[src/rtl/mdu_seq.sv]
// mdu_seq: multiply/divide sequencer that owns HI/LO and stalls the pipeline on MDU hazards.
// Optional macro MDU_DIV0_BYPASS_EN resolves divide-by-zero locally instead of using the divider.
module mdu_seq #(
  parameter int unsigned MUL_LAT     = 2,
  parameter int unsigned DIV_TIMEOUT = 40
) (
  input  logic        clk,
  input  logic        reset,
  input  logic        op_valid,
  input  logic [2:0]  op,
  input  logic        rd_req,
  input  logic        rd_sel,
  input  logic [31:0] rs_data,
  input  logic [31:0] rt_data,
  output logic        pc_ena,
  output logic        busy,
  output logic [31:0] rd_data,
  output logic [31:0] hi,
  output logic [31:0] lo,
  output logic [31:0] mul_a,
  output logic [31:0] mul_b,
  output logic        mul_signed,
  input  logic [63:0] mul_z,
  output logic        div_start,
  output logic        div_signed,
  output logic [31:0] div_dividend,
  output logic [31:0] div_divisor,
  output logic        div_abort,
  input  logic        div_busy,
  input  logic        div_over,
  input  logic [31:0] div_q,
  input  logic [31:0] div_r,
  output logic        err
);

  localparam int unsigned CNT_W = 4;
  localparam int unsigned TO_W  = $clog2(DIV_TIMEOUT + 1);

  localparam logic [2:0] OP_MULT  = 3'd1;
  localparam logic [2:0] OP_MULTU = 3'd2;
  localparam logic [2:0] OP_DIV   = 3'd3;
  localparam logic [2:0] OP_DIVU  = 3'd4;
  localparam logic [2:0] OP_MTHI  = 3'd5;
  localparam logic [2:0] OP_MTLO  = 3'd6;

  typedef enum logic [1:0] {IDLE, MUL, DSTART, DWAIT} state_t;

  state_t            state;
  logic [CNT_W-1:0]  cnt;
  logic [TO_W-1:0]   tcnt;
  logic              op_hit;
  logic              accept;
  logic              div0_bypass;

  assign op_hit  = op_valid && (op != 3'd0) && (op != 3'd7);
  assign busy    = (state != IDLE);
  assign accept  = op_hit && !busy;
  assign pc_ena  = !(busy && (op_hit || rd_req));
  assign rd_data = rd_sel ? hi : lo;

`ifdef MDU_DIV0_BYPASS_EN
  assign div0_bypass = (rt_data == 32'd0);
`else
  assign div0_bypass = 1'b0;
`endif

  // Sequencer: accepts ops in IDLE, runs the multiplier hold or divider handshake, writes HI/LO.
  always_ff @(posedge clk or negedge reset) begin
    if (!reset) begin
      state        <= IDLE;
      cnt          <= '0;
      tcnt         <= '0;
      hi           <= '0;
      lo           <= '0;
      mul_a        <= '0;
      mul_b        <= '0;
      mul_signed   <= 1'b0;
      div_start    <= 1'b0;
      div_signed   <= 1'b0;
      div_dividend <= '0;
      div_divisor  <= '0;
      div_abort    <= 1'b0;
      err          <= 1'b0;
    end else begin
      div_start <= 1'b0;
      div_abort <= 1'b0;
      case (state)
        IDLE: begin
          if (accept) begin
            case (op)
              OP_MTHI: hi <= rs_data;
              OP_MTLO: lo <= rs_data;
              OP_MULT, OP_MULTU: begin
                mul_a      <= rs_data;
                mul_b      <= rt_data;
                mul_signed <= (op == OP_MULT);
                cnt        <= CNT_W'(MUL_LAT - 1);
                state      <= MUL;
              end
              OP_DIV, OP_DIVU: begin
                if (div0_bypass) begin
                  hi <= rs_data;
                  lo <= 32'hFFFF_FFFF;
                end else begin
                  div_dividend <= rs_data;
                  div_divisor  <= rt_data;
                  div_signed   <= (op == OP_DIV);
                  state        <= DSTART;
                end
              end
              default: ;
            endcase
          end
        end
        MUL: begin
          if (cnt == '0) begin
            {hi, lo} <= mul_z;
            state    <= IDLE;
          end else begin
            cnt <= cnt - CNT_W'(1);
          end
        end
        DSTART: begin
          // Wait for the divider to be free before issuing the single start pulse.
          if (!div_busy) begin
            div_start <= 1'b1;
            tcnt      <= '0;
            state     <= DWAIT;
          end
        end
        DWAIT: begin
          if (div_over) begin
            lo    <= div_q;
            hi    <= div_r;
            state <= IDLE;
          end else if (tcnt == TO_W'(DIV_TIMEOUT - 1)) begin
            div_abort <= 1'b1;
            err       <= 1'b1;
            state     <= IDLE;
          end else begin
            tcnt <= tcnt + TO_W'(1);
          end
        end
        default: state <= IDLE;
      endcase
    end
  end

endmodule
[config.mk]
export PLATFORM = sky130hd
export DESIGN_NAME = mdu_seq
export DESIGN_NICKNAME = d
export VERILOG_FILES = /design/src/rtl/mdu_seq.sv
export SDC_FILE = /design/constraint.sdc
export NUM_CORES = 1
export LEC_CHECK = 0
export ABC_CLOCK_PERIOD_IN_PS = 5030
export CORE_ASPECT_RATIO = 1.5
export CORE_UTILIZATION = 25
export DETAILED_ROUTE_END_ITERATION = 10
export GPL_TIMING_DRIVEN = 0
export SYNTH_ARGS = -nofsm -noshare
export SYNTH_HDL_FRONTEND = slang
export SYNTH_SLANG_ARGS = --single-unit
[constraint.sdc]
create_clock -name clk -period 5.03 [get_ports clk]
set_input_delay 0.503 -clock clk [delete_from_list [all_inputs] [get_ports clk]]
set_output_delay 0.503 -clock clk [all_outputs]
set_load 0.05 [all_outputs]
==> impl_results.html, run 1 <==
<table>
<tr><th>Metric</th><th>Value</th></tr>
<tr><th colspan="2">Run status</th></tr>
<tr><td>Run status</td><td>finished with violations</td></tr>
<tr><td>Failing checks</td><td>negative hold slack</td></tr>
<tr><th colspan="2">CTS</th></tr>
<tr><td>Clock network latency to the later pin of the worst-skew pair</td><td>530 ps</td></tr>
<tr><td>Number of buffers added to fix hold violations after cts</td><td>0</td></tr>
<tr><td>Clock tree from TritonCTS</td><td>yes</td></tr>
<tr><td># Post-CTS Setup Buffers</td><td>0</td></tr>
<tr><td>Clock Pin Slew Worst Setup and Hold Paths</td><td>60 ps</td></tr>
<tr><td>Post-cts repair resize count</td><td>0</td></tr>
<tr><td>Clock sink count</td><td>209</td></tr>
<tr><td>Number of H-tree levels</td><td>1</td></tr>
<tr><td>Deepest clock path buffer count</td><td>3</td></tr>
<tr><td>Clock buffer count from CTS</td><td>24</td></tr>
<tr><td>Buffer cell driving the clock tree root</td><td>clkbuf_16</td></tr>
<tr><th colspan="2">Setup path</th></tr>
<tr><td>Category of the worst setup path capture point</td><td>primary output</td></tr>
<tr><td>Start point of the critical path</td><td>rd_sel</td></tr>
<tr><td>Worst reg-to-reg setup slack</td><td>2470 ps</td></tr>
<tr><td>End of the worst register-to-register path</td><td>lo[15]</td></tr>
<tr><td>FF-to-FF path depth</td><td>5</td></tr>
<tr><td>Critical Path Start Type</td><td>input port</td></tr>
<tr><td>Required arrival time at the worst endpoint</td><td>4530 ps</td></tr>
<tr><td>Worst Path Max Fanout</td><td>10</td></tr>
<tr><td>CP max-delay cell</td><td>clkdlybuf4s50_1</td></tr>
<tr><td>Data arrival at the endpoint of the critical path</td><td>2870 ps</td></tr>
<tr><td>Worst setup path endpoint</td><td>rd_data[22]</td></tr>
<tr><td>Critical path class</td><td>in2out</td></tr>
<tr><td>Origin of the critical flop-to-flop path</td><td>state[1]</td></tr>
<tr><td>Cell chain of the critical path</td><td>clkbuf_1 &gt; buf_1 &gt; mux2_2 &gt; clkdlybuf4s50_1</td></tr>
<tr><td>Maximum cell stage delay along the critical path</td><td>760 ps</td></tr>
<tr><th colspan="2">Yosys</th></tr>
<tr><td>Portion of synthesized cell area occupied by the leading cell type</td><td>53.2%</td></tr>
<tr><td>Cell taking the most area after synthesis</td><td>dfrtp_1</td></tr>
<tr><td>Synthesized area per cell</td><td>13.5 um^2</td></tr>
<tr><td>Sequential area share after synthesis</td><td>53.2%</td></tr>
<tr><td>Predominant post-synthesis flop cell</td><td>dfrtp_1</td></tr>
<tr><td>Post-synth ARST share</td><td>100%</td></tr>
<tr><td>Synth Net Count</td><td>935</td></tr>
<tr><td>Flip-flop and latch count after synthesis</td><td>209</td></tr>
<tr><td>Netlist Area Pre-Place</td><td>9830 um^2</td></tr>
<tr><td>Library cells used by synthesis</td><td>49</td></tr>
<tr><td>Top post-synthesis cells by area</td><td>dfrtp_1 53%, mux2_2 19%, mux2i_1 6.8%</td></tr>
<tr><td>Post-synthesis cell count</td><td>730</td></tr>
<tr><td>Post-synth EDFFs</td><td>0</td></tr>
<tr><td>Warnings, synthesis</td><td>0</td></tr>
<tr><th colspan="2">STA</th></tr>
<tr><td>Clock period minus final worst setup slack</td><td>3370 ps</td></tr>
<tr><td>Setup repair after global routing missed its margin</td><td>no</td></tr>
<tr><td>Final hold violation count</td><td>2</td></tr>
<tr><td>Highest clock rate</td><td>297 MHz</td></tr>
<tr><td>Count of final setup violators</td><td>0</td></tr>
<tr><td>Count of pins over their slew limit</td><td>0</td></tr>
<tr><td>Clk_skew</td><td>7.37 ps</td></tr>
<tr><td>Part of the cycle the worst path needs</td><td>67.0%</td></tr>
<tr><td>Slew of the pin with the lowest slew margin</td><td>999 ps</td></tr>
<tr><td>Headroom to the max-slew limit</td><td>33.4%</td></tr>
<tr><td>Sum of negative setup slack</td><td>0 ps</td></tr>
<tr><td>Final-layout worst hold slack</td><td>-9.09 ps</td></tr>
<tr><th colspan="2">Power</th></tr>
<tr><td>Power density over the cells</td><td>839 nW/um^2</td></tr>
<tr><td>Leak pwr</td><td>6.52 nW</td></tr>
<tr><td>Worst ir drop on vdd</td><td>0.000459 V</td></tr>
<tr><th colspan="2">Layout</th></tr>
<tr><td>Share of final-layout standard cells stronger than drive strength 1</td><td>22.8%</td></tr>
<tr><td>Number of fill cells</td><td>3,738</td></tr>
<tr><td>Number of nets in the layout</td><td>1,390</td></tr>
<tr><td>Final core utilization</td><td>40.2%</td></tr>
<tr><td>Commonest cells after routing, fill and taps aside</td><td>427 x clkdlybuf4s50_1, 209 x dfrtp_1, 167 x mux2_2</td></tr>
<tr><td>Post-route cell area</td><td>15,500 um^2</td></tr>
<tr><td>Syn-to-layout area delta</td><td>57.9%</td></tr>
<tr><td>Total area of multi-input combinational cells</td><td>4330 um^2</td></tr>
<tr><td>Register Area</td><td>5230 um^2</td></tr>
<tr><td>Most common cell after layout, fill and taps aside</td><td>clkdlybuf4s50_1</td></tr>
<tr><td># diodes</td><td>0</td></tr>
<tr><th colspan="2">Floorplanning</th></tr>
<tr><td>Core region area</td><td>38,600 um^2</td></tr>
<tr><td>Total die area</td><td>40,100 um^2</td></tr>
<tr><td>Die width</td><td>164 um</td></tr>
<tr><td>Number of standard-cell rows in the floorplan</td><td>88</td></tr>
<tr><td>Starting utilization of the core area</td><td>25.4%</td></tr>
<tr><td>I/O Pins</td><td>433</td></tr>
<tr><td>Chip Height</td><td>245 um</td></tr>
<tr><th colspan="2">Place</th></tr>
<tr><td>Final weighted congestion of routability-driven global placement</td><td>0.855</td></tr>
<tr><td>Detail Placement HPWL</td><td>28,200 um</td></tr>
<tr><td>Count of input and output buffers</td><td>428</td></tr>
<tr><td>Standard cell area after detailed placement</td><td>14,800 um^2</td></tr>
<tr><th colspan="2">Routing</th></tr>
<tr><td>Wirelength, routed</td><td>36,900 um</td></tr>
<tr><td>Post-DRT Antenna Nets</td><td>0</td></tr>
<tr><td>Mean number of vias per cell</td><td>4.57</td></tr>
<tr><td>First drt pass iteration count</td><td>4</td></tr>
<tr><td>First-iteration detailed-routing DRC count</td><td>198</td></tr>
<tr><td>DR WL/cell</td><td>21.8 um</td></tr>
<tr><td>Post-detailed-route DRC marker count</td><td>0</td></tr>
<tr><td>Routed vias</td><td>7,744</td></tr>
<tr><th colspan="2">Global routing</th></tr>
<tr><td>Antenna violations before repair</td><td>0</td></tr>
<tr><td>Wire length of the first global-routing pass</td><td>54,000 um</td></tr>
<tr><td>Largest net degree at the start of global routing</td><td>109</td></tr>
<tr><td>Overall Global Routing Usage</td><td>18.2%</td></tr>
<tr><td>Number of global-route vias before repair</td><td>8,513</td></tr>
<tr><td>Remaining global-route overflow</td><td>0</td></tr>
<tr><th colspan="2">Flow run</th></tr>
<tr><td>Total of max-cap violations</td><td>0</td></tr>
<tr><th colspan="2">Min path</th></tr>
<tr><td>Class of the tightest hold or removal check</td><td>in2async</td></tr>
</table>
[metal layers]
metal | vias to the layer above | routed length, um | GRT usage [%]
li1 | 3542 | - | -
met3 | 54 | 2060 | 3.14
met5 | - | 0 | 0
met4 | 0 | 995 | 5.80
met1 | 3881 | 13900 | 20.0
met2 | 267 | 20000 | 34.7
[cell usage after synthesis, types with 2 or more instances]
cell type	instances
nand2b_1	2
nor2_1	42
nand3_1	3
inv_1	9
mux2_2	167
nor4_4	2
dfrtp_1	209
buf_4	3
and2_1	2
a21oi_1	68
xor2_1	4
buf_8	3
and3_1	2
buf_1	5
nand4_1	4
clkbuf_1	12
mux2_1	30
a22o_1	2
nor2b_1	2
a31oi_1	5
nand2_1	3
buf_2	21
mux2_4	30
ha_1	3
or2_2	2
mux2i_1	67
o21ai_0	6
[power breakdown]
group	switching, mW	total, mW	internal (mW)
clock network	0.720	1.71	0.988
registers	0.529	3.04	2.52
logic	5.24	8.27	3.03
total	6.49	13.0	6.53
[state kept, by name, summed over array words and instances, names as in the netlist]
signal	cells
div_dividend	32
div_signed	1
div_start	1
cnt	4
lo	32
mul_b	32
err	1
mul_a	32
hi	32
mul_signed	1
state	2
div_divisor	32
div_abort	1
tcnt	6
[critical path: cells and delay by family]
kind     cells  cell delay, ps
buf+inv      3            1910
mux          1             440
[how the worst min path moves through the flow]
stage,to,slack (ps),cells after the start,from
6_report,div_dividend[14],-9,1,reset
3_3_place_gp,err,470,1,err
2_1_floorplan,cnt[0],210,0,reset
3_5_place_dp,err,470,1,err
4_1_cts,div_dividend[14],30,1,reset
5_1_grt,div_dividend[14],50,1,reset
[cell families (layout without fill, tap and decap cells)]
| group | Yosys count | in the layout | share of synthesized area [%] |
|---|---|---|---|
| AOI/OAI and AO/OA | 92 | 92 | 5.26 |
| muxes | 294 | 294 | 34.0 |
| adders and majority gates | 3 | 3 | 0.382 |
| DFF | 209 | 209 | 53.2 |
| and+or+nand+nor | 73 | 73 | 3.95 |
| xor gates and xnor gates | 5 | 5 | 0.445 |
| buffers and inverters | 54 | 524 | 2.80 |
[stage by stage]
stage | setup slack [ps] | cells | power (mW)
finish | 1660 | 1695 | 13.0
global route | 1530 | 1695 | 13.6
CTS | 1610 | 1695 | 13.2
detailed placement | 1620 | 1654 | 11.4
global placement | -5850 | 1653 | 11.4
floorplan | 2350 | 730 | 8.38
[final cells by class]
cell class	instances	share of cell area, %
clock buffer	33	4.34
clock inverter	8	0.532
multi-input combinational	467	27.9
inverter	9	0.218
sequential	209	33.7
buffer	45	1.56
tap	495	3.99
timing repair buffer	429	27.8
(Power assumes the default switching activity.)
==> inputs of run 2 (changes only) <==
--- a/config.mk
+++ b/config.mk
@@ -5,7 +5,7 @@
 export SDC_FILE = /design/constraint.sdc
 export NUM_CORES = 1
 export LEC_CHECK = 0
-export ABC_CLOCK_PERIOD_IN_PS = 5030
+export ABC_CLOCK_PERIOD_IN_PS = 3100
 export CORE_ASPECT_RATIO = 1.5
 export CORE_UTILIZATION = 25
 export DETAILED_ROUTE_END_ITERATION = 10
==> constraint.sdc (replaced) <==
create_clock -name clk -period 3.1 [get_ports clk]
set_input_delay 0.31 -clock clk [delete_from_list [all_inputs] [get_ports clk]]
set_output_delay 0.31 -clock clk [all_outputs]
set_load 0.05 [all_outputs]
==> run 2 against run 1 <==
Net effect: the run now ends clean; total power increased by 62%; cell count is essentially flat; clock power grew 62%; register-to-register slack got worse by 1900 ps; flip-flop and latch count unchanged; hold slack gained 120 ps; sequential power rose by 62%; critical path type unchanged; largest cell class unchanged.
==> impl_results.html, run 2 (synthesized netlist as in run 1, its figures left out) <==
<table>
<tr><th>Metric</th><th>Value</th></tr>
<tr><th colspan="2">Min path</th></tr>
<tr><td>Cells on Worst Hold Path</td><td>3</td></tr>
<tr><td>Class of the tightest hold or removal check</td><td>in2reg</td></tr>
<tr><td>Beginning of the worst hold path</td><td>op[0]</td></tr>
<tr><td>Worst Hold End</td><td>mul_signed</td></tr>
<tr><th colspan="2">STA</th></tr>
<tr><td>Final hold violation count</td><td>0 (-2)</td></tr>
<tr><td>Count of final setup violators</td><td>0 (unchanged)</td></tr>
<tr><td>Clk_skew</td><td>8.70 ps (+1.33 ps)</td></tr>
<tr><td>Highest clock rate</td><td>338 MHz</td></tr>
<tr><td>Headroom to the max-slew limit</td><td>34.6% (+1.2 points)</td></tr>
<tr><td>Final-layout worst hold slack</td><td>112 ps (+121 ps)</td></tr>
<tr><td>Count of pins over their slew limit</td><td>0 (unchanged)</td></tr>
<tr><td>Sum of negative setup slack</td><td>0 ps (unchanged)</td></tr>
<tr><td>Setup ws final</td><td>141 ps (-1520 ps)</td></tr>
<tr><td>Setup repair after global routing missed its margin</td><td>no</td></tr>
<tr><td>Slew of the pin with the lowest slew margin</td><td>982 ps (-17.6 ps)</td></tr>
<tr><td>Clock period minus final worst setup slack</td><td>2960 ps</td></tr>
<tr><td>Part of the cycle the worst path needs</td><td>95.5%</td></tr>
<tr><th colspan="2">Setup path</th></tr>
<tr><td>End of the worst register-to-register path</td><td>lo[15]</td></tr>
<tr><td>Worst Path Max Fanout</td><td>10 (unchanged)</td></tr>
<tr><td>FF-to-FF path depth</td><td>5 (unchanged)</td></tr>
<tr><td>Category of the worst setup path capture point</td><td>primary output</td></tr>
<tr><td>Origin of the critical flop-to-flop path</td><td>state[1]</td></tr>
<tr><td>Worst reg-to-reg setup slack</td><td>550 ps (-1920 ps)</td></tr>
<tr><td>Critical Path Start Type</td><td>input port</td></tr>
<tr><td>Required arrival time at the worst endpoint</td><td>2790 ps (-1740 ps)</td></tr>
<tr><td>Data arrival at the endpoint of the critical path</td><td>2650 ps (-220 ps)</td></tr>
<tr><td>Critical path class</td><td>in2out</td></tr>
<tr><th colspan="2">CTS</th></tr>
<tr><td>Deepest clock path buffer count</td><td>3 (unchanged)</td></tr>
<tr><td>Clock Pin Slew Worst Setup and Hold Paths</td><td>60 ps (about the same)</td></tr>
<tr><td>Buffer cell driving the clock tree root</td><td>clkbuf_16</td></tr>
<tr><td>Number of H-tree levels</td><td>1 (unchanged)</td></tr>
<tr><td># Post-CTS Setup Buffers</td><td>0 (unchanged)</td></tr>
<tr><td>Clock buffer count from CTS</td><td>24 (unchanged)</td></tr>
<tr><td>Clock tree from TritonCTS</td><td>yes</td></tr>
<tr><td>Clock network latency to the later pin of the worst-skew pair</td><td>530 ps (about the same)</td></tr>
<tr><td>Clock sink count</td><td>209 (unchanged)</td></tr>
<tr><th colspan="2">Global routing</th></tr>
<tr><td>Number of global-route vias before repair</td><td>8,525 (+0.14%)</td></tr>
<tr><td>Antenna violations before repair</td><td>0 (unchanged)</td></tr>
<tr><td>Overall Global Routing Usage</td><td>18.2% (about the same)</td></tr>
<tr><td>Largest net degree at the start of global routing</td><td>109 (unchanged)</td></tr>
<tr><td>Remaining global-route overflow</td><td>0 (unchanged)</td></tr>
<tr><td>Wire length of the first global-routing pass</td><td>54,000 um (about the same)</td></tr>
<tr><th colspan="2">Floorplanning</th></tr>
<tr><td>Total die area</td><td>40,100 um^2 (unchanged)</td></tr>
<tr><td>Die width</td><td>164 um (unchanged)</td></tr>
<tr><td>Chip Height</td><td>245 um (unchanged)</td></tr>
<tr><td>Core region area</td><td>38,600 um^2 (unchanged)</td></tr>
<tr><td>Number of standard-cell rows in the floorplan</td><td>88 (unchanged)</td></tr>
<tr><td>Starting utilization of the core area</td><td>25.4% (unchanged)</td></tr>
<tr><td>I/O Pins</td><td>433 (unchanged)</td></tr>
<tr><th colspan="2">Place</th></tr>
<tr><td>DP Cell Count</td><td>1,654 (unchanged)</td></tr>
<tr><td>Pre-CTS setup slack</td><td>76.7 ps (-1540 ps)</td></tr>
<tr><td>Final weighted congestion of routability-driven global placement</td><td>0.855 (unchanged)</td></tr>
<tr><td>Detail Placement HPWL</td><td>28,200 um (unchanged)</td></tr>
<tr><td>Count of input and output buffers</td><td>428 (unchanged)</td></tr>
<tr><th colspan="2">Routing</th></tr>
<tr><td>First-iteration detailed-routing DRC count</td><td>194 (-2.0%)</td></tr>
<tr><td>Post-detailed-route DRC marker count</td><td>0 (unchanged)</td></tr>
<tr><td>First drt pass iteration count</td><td>5 (+1)</td></tr>
<tr><td>Post-DRT Antenna Nets</td><td>0 (unchanged)</td></tr>
<tr><td>Wirelength, routed</td><td>37,000 um (about the same)</td></tr>
<tr><td>DR WL/cell</td><td>21.8 um (about the same)</td></tr>
<tr><td>Routed vias</td><td>7,744 (unchanged)</td></tr>
<tr><td>Mean number of vias per cell</td><td>4.57 (about the same)</td></tr>
<tr><th colspan="2">Flow run</th></tr>
<tr><td>Total of max-cap violations</td><td>0 (unchanged)</td></tr>
<tr><th colspan="2">Power</th></tr>
<tr><td>Power density over the cells</td><td>1360 nW/um^2 (+62%)</td></tr>
<tr><td>Worst ir drop on vdd</td><td>0.000745 V (+62%)</td></tr>
<tr><td>Leak pwr</td><td>6.53 nW (+0.11%)</td></tr>
<tr><th colspan="2">Layout</th></tr>
<tr><td>Share of final-layout standard cells stronger than drive strength 1</td><td>22.8% (+0.064 points)</td></tr>
<tr><td>Final core utilization</td><td>40.2% (about the same)</td></tr>
<tr><td># diodes</td><td>0 (unchanged)</td></tr>
<tr><td>Most common cell after layout, fill and taps aside</td><td>clkdlybuf4s50_1</td></tr>
<tr><td>Count of placed standard cells in the final layout, fillers left out</td><td>1,696 (+0.059%)</td></tr>
<tr><td>Syn-to-layout area delta</td><td>58.0% (about the same)</td></tr>
<tr><td>Number of nets in the layout</td><td>1,391 (+0.072%)</td></tr>
<tr><td>Commonest cells after routing, fill and taps aside</td><td>427 x clkdlybuf4s50_1, 209 x dfrtp_1, 167 x mux2_2</td></tr>
<tr><th colspan="2">Run status</th></tr>
<tr><td>Run status</td><td>complete, no violations</td></tr>
</table>
-- run 2: through the flow --
step / instance area, um^2 / total power, mW
final: 15500 / 21.1
after global placement: 14700 / 18.4
after detailed placement: 14800 / 18.5
after global routing: 15500 / 22.0
after CTS: 15500 / 21.4
after floorplan: 9830 / 13.6
-- run 2: timing repair --
item | in CTS | in global routing
hold buffers | 1 | 0
gates resized for setup | 0 | 2
hold endpoints to repair | 101 | 0
endpoints found under the setup margin | 0 | 1
-- run 2: critical path, cell delays in order --
cell and delay, ps:
clkbuf_1 480, buf_1 670, mux2_2 410, clkdlybuf4s50_1 760
-- run 2: worst max-delay path by stage --
stage / startpoint / end / slack (ps)
after global placement: reset / div_divisor[10] / -7590
after floorplan: op[0] / pc_ena / 810
after CTS: rd_sel / rd_data[22] / 70
final: rd_sel / rd_data[3] / 140
after global routing: rd_sel / rd_data[3] / 70
after detailed placement: rd_sel / rd_data[22] / 80
-- run 2: cell type report --
| cell class | instances | area, um^2 |
|---|---|---|
| clock inverter | 8 | 82.6 |
| fill | 3736 | 23100 |
| buffer | 45 | 243 |
| sequential | 209 | 5230 |
| tap | 495 | 619 |
| clock buffer | 33 | 674 |
| multi-input combinational | 467 | 4330 |
| inverter | 9 | 33.8 |
| timing repair buffer | 430 | 4330 |
-- run 2: power breakdown --
group          leakage, nW  switching, mW  internal, mW  total, mW
Combinational         3.66           8.50          4.92       13.4
Sequential            2.50          0.858          4.08       4.94
Clock                0.371           1.17          1.60       2.77
-- run 2: layer usage --
metal / global-route usage (%) / vias up / share of wire (%)
met5: 0 / - / 0
met4: 5.80 / 0 / 2.7
met3: 3.16 / 54 / 5.5
met2: 34.7 / 279 / 54
met1: 20.0 / 3872 / 38
li1: - / 3539 / -
